**src/rtl/serial_byte_transmitter_if.sv**
```systemverilog
// Handshake bundle between a word producer, the serial transmitter and the bit sink.
// master: the side that supplies words and consumes bits; slave: the transmitter.
interface serial_byte_transmitter_if #(
    parameter int WIDTH = 8
);
    logic [WIDTH-1:0] parIn;
    logic             inValid;
    logic             inReady;
    logic             serOut;
    logic             serValid;
    logic             serReady;
    logic             abort;
    logic             busy;
    logic             done;

    modport master (
        output parIn, inValid, serReady, abort,
        input  inReady, serOut, serValid, busy, done
    );

    modport slave (
        input  parIn, inValid, serReady, abort,
        output inReady, serOut, serValid, busy, done
    );
endinterface

```
**src/rtl/serial_byte_transmitter.sv**
```systemverilog
// Parallel-to-serial transmitter: loads a WIDTH-bit word over valid/ready and
// shifts it out LSB first, one bit per accepted beat, then pulses done.
// Optional feature macro: PARITY_EN appends an even-parity bit after the data.
//
// state    | meaning
// ---------+------------------------------------------------------------
// S_IDLE   | waiting for a word, inReady=1
// S_SHIFT  | data bit on serOut, advances when serReady=1
// S_PARITY | (PARITY_EN only) parity bit on serOut, advances on serReady
// S_DONE   | one-cycle done pulse, returns to S_IDLE
module serial_byte_transmitter #(
    parameter int WIDTH = 8
) (
    input  logic                         clk,
    input  logic                         rst,
    serial_byte_transmitter_if.slave     bus
);
    localparam int CNT_W = $clog2(WIDTH);
    localparam logic [CNT_W-1:0] LAST = CNT_W'(WIDTH - 1);

`ifdef PARITY_EN
    typedef enum logic [1:0] {
        S_IDLE   = 2'd0,
        S_SHIFT  = 2'd1,
        S_DONE   = 2'd2,
        S_PARITY = 2'd3
    } state_t;
`else
    typedef enum logic [1:0] {
        S_IDLE   = 2'd0,
        S_SHIFT  = 2'd1,
        S_DONE   = 2'd2
    } state_t;
`endif

    state_t             state;
    // Holds the bits still waiting to go out; the bit on serOut has already
    // been moved into the serOut register, so outputs stay registered.
    logic [WIDTH-1:0]   sh_reg;
    logic [CNT_W-1:0]   cnt;
`ifdef PARITY_EN
    logic               parity_q;
`endif

    // Frame sequencing with registered outputs; abort outranks every non-idle transition.
    always_ff @(posedge clk or negedge rst) begin
        if (!rst) begin
            state        <= S_IDLE;
            sh_reg       <= '0;
            cnt          <= '0;
            bus.inReady  <= 1'b1;
            bus.serOut   <= 1'b0;
            bus.serValid <= 1'b0;
            bus.busy     <= 1'b0;
            bus.done     <= 1'b0;
`ifdef PARITY_EN
            parity_q     <= 1'b0;
`endif
        end else if (state != S_IDLE && bus.abort) begin
            state        <= S_IDLE;
            sh_reg       <= '0;
            cnt          <= '0;
            bus.inReady  <= 1'b1;
            bus.serOut   <= 1'b0;
            bus.serValid <= 1'b0;
            bus.busy     <= 1'b0;
            bus.done     <= 1'b0;
        end else begin
            case (state)
                S_IDLE: begin
                    if (bus.inValid) begin
                        state        <= S_SHIFT;
                        sh_reg       <= bus.parIn >> 1;
                        cnt          <= '0;
                        bus.inReady  <= 1'b0;
                        bus.serOut   <= bus.parIn[0];
                        bus.serValid <= 1'b1;
                        bus.busy     <= 1'b1;
`ifdef PARITY_EN
                        parity_q     <= ^bus.parIn;
`endif
                    end
                end
                S_SHIFT: begin
                    if (bus.serReady) begin
                        sh_reg <= sh_reg >> 1;
                        if (cnt == LAST) begin
                            // Terminal count: clear rather than let cnt wrap.
                            cnt <= '0;
`ifdef PARITY_EN
                            state      <= S_PARITY;
                            bus.serOut <= parity_q;
`else
                            state        <= S_DONE;
                            bus.serOut   <= 1'b0;
                            bus.serValid <= 1'b0;
                            bus.done     <= 1'b1;
`endif
                        end else begin
                            cnt        <= cnt + 1'b1;
                            bus.serOut <= sh_reg[0];
                        end
                    end
                end
`ifdef PARITY_EN
                S_PARITY: begin
                    if (bus.serReady) begin
                        state        <= S_DONE;
                        bus.serOut   <= 1'b0;
                        bus.serValid <= 1'b0;
                        bus.done     <= 1'b1;
                    end
                end
`endif
                S_DONE: begin
                    state       <= S_IDLE;
                    bus.done    <= 1'b0;
                    bus.busy    <= 1'b0;
                    bus.inReady <= 1'b1;
                end
                default: begin
                    state        <= S_IDLE;
                    bus.inReady  <= 1'b1;
                    bus.serOut   <= 1'b0;
                    bus.serValid <= 1'b0;
                    bus.busy     <= 1'b0;
                    bus.done     <= 1'b0;
                end
            endcase
        end
    end
endmodule

```
**src/flat_wrapper.sv**
```systemverilog
// flat-port wrapper written by rule: the top's interface ports become plain ports
module serial_byte_transmitter_flat 
#(
    parameter int WIDTH = 8
)
  (clk, rst, bus_parIn, bus_inValid, bus_serReady, bus_abort, bus_inReady, bus_serOut, bus_serValid, bus_busy, bus_done);
  serial_byte_transmitter_if #(.WIDTH(WIDTH)) bus_i ();
  input  logic clk;
  input  logic rst;
  input wire logic [$bits(bus_i.parIn)-1:0] bus_parIn;
  input wire logic [$bits(bus_i.inValid)-1:0] bus_inValid;
  input wire logic [$bits(bus_i.serReady)-1:0] bus_serReady;
  input wire logic [$bits(bus_i.abort)-1:0] bus_abort;
  output wire logic [$bits(bus_i.inReady)-1:0] bus_inReady;
  output wire logic [$bits(bus_i.serOut)-1:0] bus_serOut;
  output wire logic [$bits(bus_i.serValid)-1:0] bus_serValid;
  output wire logic [$bits(bus_i.busy)-1:0] bus_busy;
  output wire logic [$bits(bus_i.done)-1:0] bus_done;
  assign bus_i.parIn = bus_parIn;
  assign bus_i.inValid = bus_inValid;
  assign bus_i.serReady = bus_serReady;
  assign bus_i.abort = bus_abort;
  assign bus_inReady = bus_i.inReady;
  assign bus_serOut = bus_i.serOut;
  assign bus_serValid = bus_i.serValid;
  assign bus_busy = bus_i.busy;
  assign bus_done = bus_i.done;
  serial_byte_transmitter #(.WIDTH(WIDTH)) u_core (.clk(clk), .rst(rst), .bus(bus_i));
endmodule
```
**config.mk**
```make
export PLATFORM = sky130hd
export DESIGN_NAME = serial_byte_transmitter_flat
export DESIGN_NICKNAME = d
export VERILOG_FILES = /design/src/rtl/serial_byte_transmitter_if.sv /design/src/rtl/serial_byte_transmitter.sv /design/src/flat_wrapper.sv
export SDC_FILE = /design/constraint.sdc
export NUM_CORES = 1
export LEC_CHECK = 0
export ABC_AREA = 1
export CORE_ASPECT_RATIO = 0.8
export CORE_MARGIN = 4
export CORE_UTILIZATION = 30
export CTS_CLUSTER_DIAMETER = 150
export DETAILED_ROUTE_END_ITERATION = 12
export GPL_ROUTABILITY_DRIVEN = 0
export PLACE_DENSITY = 0.62
export SYNTH_ARGS = -nofsm -noshare
export SYNTH_HDL_FRONTEND = slang
export SYNTH_SLANG_ARGS = --single-unit
```
**constraint.sdc**
```tcl
create_clock -name clk -period 1.5 [get_ports clk]
set_input_delay 0.225 -clock clk [delete_from_list [all_inputs] [get_ports clk]]
set_output_delay 0.225 -clock clk [all_outputs]
set_load 0.03 [all_outputs]
```
==> out/results.ini <==
[drt]
routed_wirelength_um=1828
drc_errors=0
viasPerCell=4.251
wl_met1_um=959
vias=727
drt_iter0_markers=20
wl_met3_um=101
antenna_left=0
routedWlPerCell_um=10.69
met2_length_um=767
drt_pass1_iterations=4
top_layer=met3

[sta]
fmax_mhz=717.4
final.min_clock_period_ns=1.394
maxSlewHeadroom_pct=78.79
drv_slew=0
min_period_over_period_pct=92.93
fin_setup_tns_ns=0
rsz0062_at_grt=no
clock_skew_ns=0.001529
hold_viol=0
max_slew.worst_pin.slew_ns=0.3176
setup_viol_count_final=0
setup_slack_ns=0.1060

[worst_setup_path]
critPathMaxStageDelay_ns=0.53
end_kind=output pin
startpoint_type=register
cp.required_ns=1.27
critPathKind=register to output pin
crit_family=flip-flops
critPathArrivalTime_ns=1.17
critPathLaunch=u_core.bus.inReady$_DFFE_PN1P_
crit_chain=dlygate4sd2_1
crit_buf_inv=1
critPathMaxFanout=2
cpMaxStageDelayCell=dfstp_2
r2r_start=u_core.cnt[0]$_DFFE_PN0P_

[global_routing]
overflow=0
grt_pass1_wl_um=3160
antenna_found_initial=0
grt_pass1_vias=720
grt_max_degree=21
grt_use_total_pct=9.660

[final_layout]
largest_reg_flops=7
final_nets=149
n_antenna_cell=0
drive_gt1_share_pct=21.05
synthToLayoutAreaGrowth_pct=30.41

[die]
fp.coreArea_um2=2850
die_x_um=70.11
ios=18
initial_core_util_pct=32.48
die_y_um=57.69
dieArea_um2=4045
rows=17

[pwr]
leakage_nw=0.6360
ir_worst_vdd_mv=0.6752
p_per_area_nw_per_um2=1904
power_mw=2.299

[yosys]
synth_nets=125
ys_types=17
ys_warn_count=0
synthTopCellsByArea=dfrtp_1 43%, nand2_1 14%, o21ai_2 9.5%, inv_1 7.3%, o211ai_1 4.9%
synth_area_um2=925.9
synth_top_cell_area_share_pct=43.24
syn_area_per_cell_um2=8.417
yosys.area.top_type=dfrtp_1
ys_seq_area_share_pct=46.08
ys_seq_elements=17
synth_cells=110

[flow_run]
max_cap_violations=0

[cts]
cts_tree=built
cts_root_buf=clkbuf_8
worstSkewPairLatency_ns=0.25
cts_buffers=3
clockBufferDepth=2
cts.sinks=17
clk_pin_slew_ns=0.06
cts_max_level=1

[run_status]
status=finished clean

[placed_design]
dp_hpwl_um=1454
pre_cts_ws_ns=0.07302
portBuffers=17

[hold_path]
min_path_type=input pin to asynchronous set/reset pin

[layer usage]
layer | vias up | global-route usage, %
li1 | 395 | -
met2 | 12 | 14.80
met3 | 0 | 4.679
met5 | - | 0
met1 | 320 | 13.16
met4 | 0 | 0.2732
[placed cells by master, fill, tap and decap left out, drive strengths merged, types with 2 or more instances in the layout]
| cell type | netlist | final |
|---|---|---|
| nand2 | 39 | 39 |
| buf | 3 | 5 |
| nor2 | 5 | 5 |
| ha | 2 | 2 |
| clkbuf | 0 | 4 |
| nand3 | 8 | 8 |
| clkdlybuf4s50 | 0 | 12 |
| inv | 18 | 18 |
| dlygate4sd2 | 0 | 4 |
| o21ai | 11 | 11 |
| dfrtp | 16 | 16 |
| o211ai | 6 | 6 |
[power breakdown]
group | internal, mW | switching, mW | total [mW]
Sequential | 0.663 | 0.116 | 0.779
Clock | 0.188 | 0.142 | 0.330
Combinational | 0.472 | 0.718 | 1.19
[worst paths after layout]
path                                                       end  slack (ns)  cells past startpoint
worst max-delay path                               bus_inReady        0.11                      1
min in group clk                   u_core.bus.busy$_DFFE_PN0P_        0.47                      2
worst min-delay path               u_core.state[1]$_DFFE_PN0P_        0.30                      2
worst max register to register       u_core.cnt[1]$_DFFE_PN0P_        0.11                      7
worst min register to register     u_core.bus.busy$_DFFE_PN0P_        0.47                      2
max in group asynchronous       u_core.bus.inReady$_DFFE_PN1P_        0.95                      2
[cells in the mapped netlist (all sizes together)]
| library cell | n |
|---|---|
| dfstp | 1 |
| nand3 | 8 |
| inv | 18 |
| nor2 | 5 |
| ha | 2 |
| o211ai | 6 |
| o21bai | 1 |
| dfrtp | 16 |
| nand2 | 39 |
| o21ai | 11 |
| buf | 3 |
[cell type report]
class,instances,area [um2]
fillers,299,1643
repair buffers,22,217.7
multi-input cells,72,402.9
clock buffers,4,45.04
inverters,18,67.56
well taps,38,47.55
flip-flops and latches,17,426.7
[what timing repair did]
| item | CTS | global route |
|---|---|---|
| buffers inserted | 0 | 0 |
| hold endpoints to repair | 0 | 0 |
| endpoints found under the setup margin | 4 | 2 |
| hold buffers | 0 | 0 |
| gates resized for setup | 4 | 2 |
[cells by family after synthesis]
| family | Yosys count | share of synthesized area (%) |
|---|---|---|
| AOI/OAI and AO/OA | 18 | 15.67 |
| adders and majority gates | 2 | 2.702 |
| buffers and inverters | 21 | 10.95 |
| DFF | 17 | 46.08 |
| and+or+nand+nor | 52 | 24.59 |
[worst reg2reg max path, delay by kind of cell, from the launching register on]
kind	cells	cell delay (ns)
adder cells (fa/ha/maj)	2	0.41
flip-flops	1	0.40
AND/OR/NAND/NOR	2	0.21
buffers and inverters	2	0.20
AO/OA/AOI/OAI	1	0.10
[metrics by stage]
stage               hold slack, ns  utilization (%)  cell area [um2]  cells
CTS                         0.3020            42.10             1200    171
global placement            0.4584            40.69             1160    167
detailed placement          0.4645            40.69             1160    167
floorplan                 -0.07059                -            925.9    110
global route                0.3250            42.36             1207    171
finish                      0.2973            42.36             1207    171
(Power assumes the default switching activity.)
